==> config.mk <==
export PLATFORM = sky130hd
export DESIGN_NAME = pipe_ctrl
export DESIGN_NICKNAME = d
export VERILOG_FILES = /design/src/rtl/mini_cpu_pkg.sv /design/src/rtl/pipe_ctrl_hazard_detect.sv /design/src/rtl/pipe_ctrl.sv
export SDC_FILE = /design/constraint.sdc
export NUM_CORES = 1
export LEC_CHECK = 0
export ABC_AREA = 1
export CELL_PAD_IN_SITES_DETAIL_PLACEMENT = 0
export CELL_PAD_IN_SITES_GLOBAL_PLACEMENT = 1
export CORE_ASPECT_RATIO = 1.1
export CORE_MARGIN = 4
export CORE_UTILIZATION = 27
export DETAILED_ROUTE_END_ITERATION = 6
export GPL_TIMING_DRIVEN = 0
export PLACE_DENSITY_LB_ADDON = 0.1
export SYNTH_ARGS = -nofsm -noshare
export SYNTH_HDL_FRONTEND = slang
export SYNTH_SLANG_ARGS = --single-unit
==> constraint.sdc <==
create_clock -name clk -period 2.29 [get_ports clk]
set_clock_uncertainty 0.2 [all_clocks]
set_input_delay 0.3435 -clock clk [delete_from_list [all_inputs] [get_ports clk]]
set_output_delay 0.3435 -clock clk [all_outputs]
set_load 0.01 [all_outputs]
==> src/rtl/mini_cpu_pkg.sv <==
// mini_cpu_pkg: definitions shared across the mini-CPU front end.
//   - opcode constants and instruction field bit positions
//   - controller state encoding
//   - small decode helpers
package mini_cpu_pkg;

    localparam logic [3:0] OP_NOP  = 4'h0;
    localparam logic [3:0] OP_LD   = 4'h8;
    localparam logic [3:0] OP_MUL  = 4'hC;
    localparam logic [3:0] OP_HALT = 4'hF;

    // Instruction layout: opcode [15:12], rd [11:8], rs1 [7:4], rs2 [3:0]
    localparam int OPC_MSB = 15;
    localparam int OPC_LSB = 12;
    localparam int RD_MSB  = 11;
    localparam int RD_LSB  = 8;
    localparam int RS1_MSB = 7;
    localparam int RS1_LSB = 4;
    localparam int RS2_MSB = 3;
    localparam int RS2_LSB = 0;

    typedef enum logic [1:0] {
        RUN       = 2'd0,
        MUL_STALL = 2'd1,
        HALT      = 2'd2
    } ctrl_state_t;

    function automatic logic [3:0] opcode_of(input logic [15:0] instr);
        return instr[OPC_MSB:OPC_LSB];
    endfunction

    // NOP and HALT are the only instructions that read no source registers.
    function automatic logic uses_sources(input logic [3:0] opc);
        return (opc != OP_NOP) && (opc != OP_HALT);
    endfunction

endpackage

==> src/rtl/pipe_ctrl_hazard_detect.sv <==
// hazard_detect: combinational load-use hazard compare.
// Ports:
//   id_instr      in  16  instruction currently in IF/ID
//   idex_mem_read in  1   instruction in EX is a load
//   idex_rd       in  4   destination register of the instruction in EX
//   load_use      out 1   ID reads the register the EX load is writing
module hazard_detect
    import mini_cpu_pkg::*;
(
    input  logic [15:0] id_instr,
    input  logic        idex_mem_read,
    input  logic [3:0]  idex_rd,
    output logic        load_use
);

    logic [3:0] rs1;
    logic [3:0] rs2;
    logic       src_use;
    logic       unused_rd_bits;

    assign rs1     = id_instr[RS1_MSB:RS1_LSB];
    assign rs2     = id_instr[RS2_MSB:RS2_LSB];
    assign src_use = uses_sources(opcode_of(id_instr));

    // The destination field plays no part in a load-use compare.
    assign unused_rd_bits = ^id_instr[RD_MSB:RD_LSB];

    // r0 is hard-wired to zero, so a load targeting it never creates a hazard.
    assign load_use = idex_mem_read && src_use && (idex_rd != 4'd0) &&
                      ((idex_rd == rs1) || (idex_rd == rs2));

endmodule

==> src/rtl/pipe_ctrl.sv <==
// pipe_ctrl: hazard and flow controller for the mini-CPU front end.
// Sequences load-use stalls, multi-cycle MUL stalls, branch-redirect flushes,
// instruction-memory wait states and HALT/resume.
// Ports:
//   clk, rst         clock (rising edge), asynchronous active-high reset
//   id_instr         instruction held in IF/ID
//   idex_mem_read    EX holds a load
//   idex_rd          EX destination register
//   ex_branch_taken  EX branch/jump resolved taken
//   imem_ready       instruction memory returns a valid word
//   resume           leave HALT
//   pc_we, pc_sel    PC update enable / select (0 = PC+1, 1 = branch target)
//   ifid_we          IF/ID load enable (0 = hold)
//   ifid_flush       load NOP into IF/ID (overrides ifid_we)
//   idex_bubble      load NOP into ID/EX
//   halted           controller is in HALT
// Optional (macro PIPE_CTRL_PERF_EN):
//   stall_cycles     saturating count of non-branch cycles with pc_we=0
//   flush_count      saturating count of branch flushes
module pipe_ctrl
    import mini_cpu_pkg::*;
#(
    parameter int MUL_LAT = 3
) (
    input  logic        clk,
    input  logic        rst,
    input  logic [15:0] id_instr,
    input  logic        idex_mem_read,
    input  logic [3:0]  idex_rd,
    input  logic        ex_branch_taken,
    input  logic        imem_ready,
    input  logic        resume,
    output logic        pc_we,
    output logic        pc_sel,
    output logic        ifid_we,
    output logic        ifid_flush,
    output logic        idex_bubble,
    output logic        halted
`ifdef PIPE_CTRL_PERF_EN
    ,
    output logic [15:0] stall_cycles,
    output logic [7:0]  flush_count
`endif
);

    // The first stall cycle is spent in RUN, so MUL_STALL needs MUL_LAT-1 more.
    localparam logic [3:0] MUL_LOAD = 4'(MUL_LAT - 1);

    ctrl_state_t state, next_state;
    logic [3:0]  mul_cnt, mul_cnt_next;
    logic [3:0]  opcode;
    logic        load_use;

    assign opcode = opcode_of(id_instr);

    hazard_detect u_hazard_detect (
        .id_instr      (id_instr),
        .idex_mem_read (idex_mem_read),
        .idex_rd       (idex_rd),
        .load_use      (load_use)
    );

    always_ff @(posedge clk or posedge rst) begin
        if (rst) begin
            state   <= RUN;
            mul_cnt <= 4'd0;
        end else begin
            state   <= next_state;
            mul_cnt <= mul_cnt_next;
        end
    end

    always_comb begin
        next_state   = state;
        mul_cnt_next = mul_cnt;
        pc_we        = 1'b1;
        pc_sel       = 1'b0;
        ifid_we      = 1'b1;
        ifid_flush   = 1'b0;
        idex_bubble  = 1'b0;
        halted       = (state == HALT);

        if (ex_branch_taken) begin
            // Redirect wins over everything, including a memory wait: the
            // fetched word is discarded by the flush anyway.
            pc_sel       = 1'b1;
            ifid_flush   = 1'b1;
            idex_bubble  = 1'b1;
            next_state   = RUN;
            mul_cnt_next = 4'd0;
        end else begin
            unique case (state)
                RUN: begin
                    if (opcode == OP_HALT) begin
                        pc_we       = 1'b0;
                        ifid_we     = 1'b0;
                        idex_bubble = 1'b1;
                        next_state  = HALT;
                    end else if (opcode == OP_MUL) begin
                        pc_we        = 1'b0;
                        ifid_we      = 1'b0;
                        idex_bubble  = 1'b1;
                        mul_cnt_next = MUL_LOAD;
                        next_state   = MUL_STALL;
                    end else if (load_use) begin
                        pc_we       = 1'b0;
                        ifid_we     = 1'b0;
                        idex_bubble = 1'b1;
                    end
                    // A held IF/ID keeps its word, so only an advancing ID
                    // needs a NOP in place of the missing fetch.
                    if (!imem_ready) begin
                        pc_we = 1'b0;
                        if (ifid_we) begin
                            ifid_flush = 1'b1;
                        end
                    end
                end
                MUL_STALL: begin
                    if (mul_cnt != 4'd0) begin
                        pc_we        = 1'b0;
                        ifid_we      = 1'b0;
                        idex_bubble  = 1'b1;
                        mul_cnt_next = mul_cnt - 4'd1;
                    end else begin
                        // Release: the MUL enters EX and ID advances past it,
                        // so it is not seen again in RUN.
                        next_state = RUN;
                        if (!imem_ready) begin
                            pc_we      = 1'b0;
                            ifid_flush = 1'b1;
                        end
                    end
                end
                HALT: begin
                    idex_bubble = 1'b1;
                    if (resume) begin
                        // HALT is dropped from ID without ever reaching EX.
                        next_state = RUN;
                        if (!imem_ready) begin
                            pc_we      = 1'b0;
                            ifid_flush = 1'b1;
                        end
                    end else begin
                        pc_we   = 1'b0;
                        ifid_we = 1'b0;
                    end
                end
                default: begin
                    next_state   = RUN;
                    mul_cnt_next = 4'd0;
                end
            endcase
        end

        if (rst) begin
            pc_we       = 1'b0;
            pc_sel      = 1'b0;
            ifid_we     = 1'b0;
            ifid_flush  = 1'b0;
            idex_bubble = 1'b0;
            halted      = 1'b0;
        end
    end

`ifdef PIPE_CTRL_PERF_EN
    always_ff @(posedge clk or posedge rst) begin
        if (rst) begin
            stall_cycles <= 16'd0;
            flush_count  <= 8'd0;
        end else begin
            if (!pc_we && !ex_branch_taken && (stall_cycles != 16'hFFFF)) begin
                stall_cycles <= stall_cycles + 16'd1;
            end
            if (ex_branch_taken && (flush_count != 8'hFF)) begin
                flush_count <= flush_count + 8'd1;
            end
        end
    end
`endif

endmodule

==> results of run 1 <==
-- layer usage --
| metal | routed length [um] | GRT usage (%) |
|---|---|---|
| met3 | 104 | 2.52 |
| met1 | 709 | 11.2 |
| met4 | 19 | 4.07 |
| met5 | 0 | 0 |
| met2 | 963 | 20.3 |
-- layout make-up --
type                       count  area (um^2)
fill                         304         1400
multi-input combinational     98          490
timing repair buffer          32          300
sequential                     6          150
inverter                      25         93.8
tap                           31         38.8
clock buffer                   3         22.5
buffer                         1         5.00
-- Yosys cell counts --
| library cell | number |
|---|---|
| nand2_1 | 46 |
| inv_1 | 24 |
| nor2_1 | 18 |
| a21oi_1 | 8 |
| nand3_1 | 7 |
| dfrtp_1 | 6 |
| nor3_1 | 4 |
| nand2_2 | 3 |
| ha_1 | 2 |
| nand4_1 | 2 |
| o21ai_0 | 2 |
| a31oi_1 | 1 |
| buf_2 | 1 |
| inv_2 | 1 |
| nand2_4 | 1 |
| nand3_2 | 1 |
| nor2_2 | 1 |
| o21ai_1 | 1 |
| xor2_1 | 1 |
-- flip-flops by register name (all words and copies together), names as in the netlist --
signal,count
state,2
mul_cnt,4
-- cell families after synthesis --
kind of cell	count (synthesis)	share of synthesized area, %
and+or+nand+nor	83	50.7
buffers and inverters	26	14.2
AOI/OAI and AO/OA	12	8.78
DFF	6	21.5
adders and majority gates	2	3.58
xor gates and xnor gates	1	1.25
-- layout by cell type, fill, tap and decap left out, drive strengths merged, types with 4 or more instances in the layout --
master,netlist,final
dlymetal6s2s,0,8
clkdlybuf4s50,0,9
a21oi,8,8
nand2,50,50
nor3,4,4
inv,25,25
buf,1,10
dfrtp,6,6
nor2,19,19
dlygate4sd2,0,6
nand3,8,8
-- per-stage QoR --
step	util [%]	total power [mW]	hold WS (ps)
6_report	44.1	0.807	249
3_3_place_gp	40.4	0.675	320
3_5_place_dp	40.4	0.682	340
2_1_floorplan	-	0.527	-48.8
5_1_grt	44.1	0.904	291
4_1_cts	41.2	0.783	255
-- repair_timing --
action | 4_1_cts | 5_1_grt
pin swaps | 1 | 13
setup buffers | 0 | 5
hold buffers | 0 | 0
endpoints found under the setup margin | 5 | 4
gates resized for setup | 32 | 15
-- worst max-delay path by stage --
stage,startpoint,end,slack (ps)
2_1_floorplan,mul_cnt[0],pc_we,520
3_3_place_gp,id_instr[14],pc_we,-470
3_5_place_dp,id_instr[14],pc_we,-450
4_1_cts,id_instr[4],pc_we,60
5_1_grt,mul_cnt[0],pc_we,-7
6_report,id_instr[12],pc_we,110
-- critical path, cell delays in order --
cell	delay (ps)
clkdlybuf4s50_1	470
nand3_2	120
inv_1	60
a21oi_2	160
nand3_2	110
nand3_1	70
nand2_1	60
nor2_1	100
buf_2	130
-- power groups by stage --
stage | clock (mW) | sequential, mW | combinational, mW
2_1_floorplan | 0 | 0.175 | 0.352
3_3_place_gp | 0 | 0.182 | 0.492
3_5_place_dp | 0 | 0.184 | 0.498
4_1_cts | 0.0999 | 0.184 | 0.499
5_1_grt | 0.108 | 0.193 | 0.603
6_report | 0.0961 | 0.186 | 0.524
==> run metrics, run 1 <==
Crit Path Category=input pin to output port; CTS tree=built; Hold Crit Class=input pin to async pin; Setup Viol. Count Final=0; Synth warnings=0; FF+latch count, synth=6; Pre-Repair DR Iteration Count=4; max cap viols=0; Period minus WS final=roughly 2200 ps; DP Cell Count=approximately 190; Reg power frac=between 20 and 25%; Setup WS pre-CTS=-448 ps; vias in the first global route=slightly below 800; Finished Layout Cells=about 200; worst slew pin tran=approximately 320 ps; CTS buffer count=3; Area Overhead vs Synth=57.7%; Reg clk slew, reported paths=50 ps; Detail Route Antenna Nets=0; Clock Tree Buf Depth=2; dpl hpwl=between 1 and 1.5 mm; Clock power frac=a little under an eighth; Total Wirelength=roughly 1.8 mm; Startpoint Class=input pin; All-Layer GR Usage=10.5%; htree depth=1; Avg Synthesized Cell Area=about 5.4 um^2; Residual DRC=0; synthesized area=between 600 and 700 um^2; Net Sw Frac=between 40% and 50%; Max-Slew Margin vs Limit=78.8%; Nets=195; 1st-iter DRT viols=12; Synth Instances=130; Critical Path Sink Type=output port; routability cong.=approximately 0.77; Slew Viols, Final=0; dominant cells by area after synthesis=nand2_1 (25%), dfrtp_1 (22%), inv_1 (13%); clk_lat worst skew=~240 ps; setup ws final=about 110 ps; remaining global-route overflow=0; FP Rows=19; post-synth top area cell=nand2_1; DR vias=880; post-synth top area share=roughly a quarter; Max rail drop VDD=between 300 and 400 uV; first-pass GRT wire length=about 3 mm; Switch Pwr=0.376 mW; Die X=56.5 um; starting density of the core=between 20% and 30%; Reg2Reg Capture Point=mul_cnt[2]; post-synth cell types=19; die area=3460 um^2; Core ar.=between 2000 and 2500 um^2; largest net degree at the start of global routing=10; Post-Syn Nets=158; Vias per Instance=4.49; CTS sink cnt=6; Worst EP required=1750 ps; Hold Vio Cnt, Final=0; fmax=between 0.4 and 0.5 GHz; Inserted Diodes=0; CP arrival=~1600 ps; Lkg Pwr=0.686 nW; Seq/Total Area, Yosys=a little over a fifth; # IOs=32; worst r2r src=mul_cnt[0]; FF-to-FF setup slack=~530 ps; Critical Path Fanout Max=3; Logic pwr share=roughly 65%; average routed wire per standard cell=9.16 um; final worst path period share=95.2%; FF-to-FF path depth=11; status=finished clean; Root Buffer Master=clkbuf_4; port buffer count=27; Internal=about 0.43 mW; initial antenna violation count=0; power per cell area=between 700 and 800 nW/um^2; placed cell areas=approximately 1000 um^2; Finished Cell Area=between 1000 and 1500 um^2; Fin Setup TNS=0 ps; proportion of layout cells with a drive suffix above 1=between 20% and 30%; Die Height=61.3 um
No activity file was read; power rests on OpenSTA's default activity.
==> inputs of run 2 (changes only) <==
Settings changed: GPL_ROUTABILITY_DRIVEN from default to 0.
==> results of run 2 <==
Final layout, timing and power as in run 1 (identical DEF).
==> inputs of run 3 (changes only) <==
Settings changed: ABC_AREA 1 to 0, CORE_UTILIZATION 27 to 28, PLACE_DENSITY_LB_ADDON 0.1 to 0.2.
==> run 3 against run 2 <==
Compared with the run above:
- sequential power fell by 38%
- critical path depth did not move
- sequential cell count did not move
- the flow now finishes with violations (setup timing)
- combinational power fell by 64%
- global-route usage rose by 3.4 points
- non-clock buffer count rose by 16
- worst hold slack got worse by 220 ps
- synthesized area fell by 15%
- via count fell by 14%
- die area fell by 16%
- fmax fell by 6.3%
==> run metrics, run 3 <==
Vias per Instance=about 5.0; post-synth top area share=between 20% and 30%; Net Sw Frac=a little under a third; commonest non-fill, non-tap cells in the layout=buf_4 (20), xor2_1 (8), buf_2 (7); Total Wirelength=about 1.9 mm; Seq/Total Area, Yosys=around a quarter; setup ws final=-35.4 ps; clk_lat worst skew=about 240 ps; Hold Vio Cnt, Final=0; Setup WS pre-CTS=-694 ps; post-synth top area cell=dfrtp_1; Internal=about 0.27 mW; XOR/XNOR share of the synthesized area=between 10% and 20%; Die X=around 52 um; CTS Hold Bufs=0; vias in the first global route=between 700 and 800; Post-Syn Nets=approximately 100; top_reg_cell synth=dfrtp_1; CP arrival=roughly 1800 ps; CTS tree=built; most common cell in the netlist=xor2_1; Die Height=56.2 um; DP Cell Count=129; Period minus WS final=between 2000 and 2500 ps; Root Buffer Master=clkbuf_4; unrepaired setup endpoints after global routing=true; Residual DRC=0; Hold Crit Class=input pin to async pin; Reg with most FFs=mul_cnt; initial antenna violation count=0; Slew Viols, Final=0; Top Registers=mul_cnt (4), state (2); Pwr Total=0.395 mW; CTS buffer count=3; Core ar.=2000 um^2; Detail Route Antenna Nets=0; Finished Layout Cells=between 150 and 200; post-synth cell types=31; Max rail drop VDD=257 uV; Switch Pwr=around 0.12 mW; Clock Tree Buf Depth=2; Critical Path Sink Type=output port; fillers=a little under 200; remaining global-route overflow=0; Inserted Diodes=0; adder-cell area share of the yosys netlist=4.23%; Synth Instances=74; Crit Path Category=flop to output port; average routed wire per standard cell=roughly 13 um; commonest non-fill, non-tap cell in the layout=buf_4; htree depth=1; max cap viols=0; Setup Viol. Count Final=3; Max-Slew Margin vs Limit=just over 60%; power per cell area=between 300 and 400 nW/um^2; dpl hpwl=1.41 mm; largest net degree at the start of global routing=11; Compound-Gate Fraction of Synth Area=between 20% and 30%; FF+latch count, synth=6; proportion of layout cells with a drive suffix above 1=41.9%; commonest cells in the netlist=xor2_1 (9), a21oi_1 (6), dfrtp_1 (6), o21ai_0 (6); # IOs=32; multi-input logic area=509 um^2; Reg clk slew, reported paths=40 ps; Reg power frac=29.0%; die area=a little under 3000 um^2; Critical Path Fanout Max=2; Pre-Repair DR Iteration Count=2; Avg Synthesized Cell Area=8.00 um^2; 1st-iter DRT viols=5; mux cell area share after synthesis=approximately 1.9%; starting density of the core=29.6%; worst slew pin tran=between 500 and 600 ps; CTS sink cnt=6; status=finished, violations left; Synth Area in Simple Gates=~23%; first-pass GRT wire length=approximately 3.2 mm; max FFs per register=4; Logic pwr share=~48%; All-Layer GR Usage=around 14%; Lkg Pwr=~0.54 nW; final worst path period share=102%; Startpoint Class=flop; DR vias=about 760; Synth warnings=0; Worst EP required=1750 ps; dominant cells by area after synthesis=dfrtp_1 (25%), xor2_1 (13%), a21oi_1 (5.1%); Reg area=about 150 um^2; FP Rows=17; port buffer count=27; Post-synth EDFFs=0; largest family of logic cells by synthesized area=compound AO/OA/AOI/OAI gates; violated checks=setup timing; Clock power frac=23.5%; async set-reset flop share out of synthesis=between 90% and 100%; worst hold slack=roughly 27 ps; Nets=about 150; synthesized area=592 um^2; Area Overhead vs Synth=90.3%; fmax=approximately 0.43 GHz
==> run 3: cells by family (layout without fill, tap and decap cells) <==
group,Yosys count,count (layout)
compound gates,25,25
mux,1,1
fa+ha+maj,2,2
xor+xnor,9,9
buf+inv,7,57
flops,6,6
simple gates,24,24
==> run 3: power by group through the flow <==
stage / combinational, mW / sequential (mW) / clock (mW)
global route: 0.204 / 0.115 / 0.110
detailed placement: 0.137 / 0.117 / 0
floorplan: 0.0628 / 0.115 / 0
CTS: 0.169 / 0.114 / 0.100
finish: 0.187 / 0.115 / 0.0927
global placement: 0.135 / 0.117 / 0
==> run 3: final cells by class <==
cell class	instances	area share, %
well taps	28	3.11
clock buffers	3	2.00
multi-input cells	61	45.2
plain buffers	2	0.889
repair buffers	47	33.8
flip-flops and latches	6	13.3
inverters	5	1.67
==> run 3: worst paths after layout <==
check                              from          to  slack (ps)  cells past startpoint
max in group asynchronous           rst  mul_cnt[2]        1770                      3
hold / removal                      rst  mul_cnt[1]          30                      3
hold reg to reg              mul_cnt[0]  mul_cnt[0]         390                      2
setup reg to reg             mul_cnt[1]  mul_cnt[3]         130                     10
min in group clk           id_instr[13]    state[0]         310                      3
setup / recovery             mul_cnt[1]  ifid_flush         -40                      9
==> run 3: metrics by stage <==
stage / utilization (%) / area (um^2) / TNS [ps]
floorplan: - / 592 / 0
global placement: 44.9 / 897 / -2490
detailed placement: 44.9 / 897 / -2690
CTS: 52.3 / 1040 / -86.1
global route: 56.3 / 1130 / -420
finish: 56.3 / 1130 / -61.9
==> run 3: what timing repair did <==
item                       4_1_cts  5_1_grt
resized for setup               51       21
setup buffers                   14        6
setup endpoints to repair        5        7
pin swaps                       15       12
==> run 3: routing by layer <==
metal | global-route usage, % | up-vias | part of all wire [%]
met5 | 0 | - | 0
met4 | 5.62 | 0 | 0.99
met3 | 2.68 | 2 | 5.3
met2 | 25.3 | 16 | 55
met1 | 15.2 | 364 | 39
li1 | - | 379 | -
==> run 3: critical path: stages (launching register included) <==
cell and delay [ps]:
dfrtp_1 390, inv_2 90, ha_4 130, nor3b_4 180
nand3b_1 120, o211ai_1 160, buf_4 170, o21ai_2 40
a21oi_1 130, buf_2 140
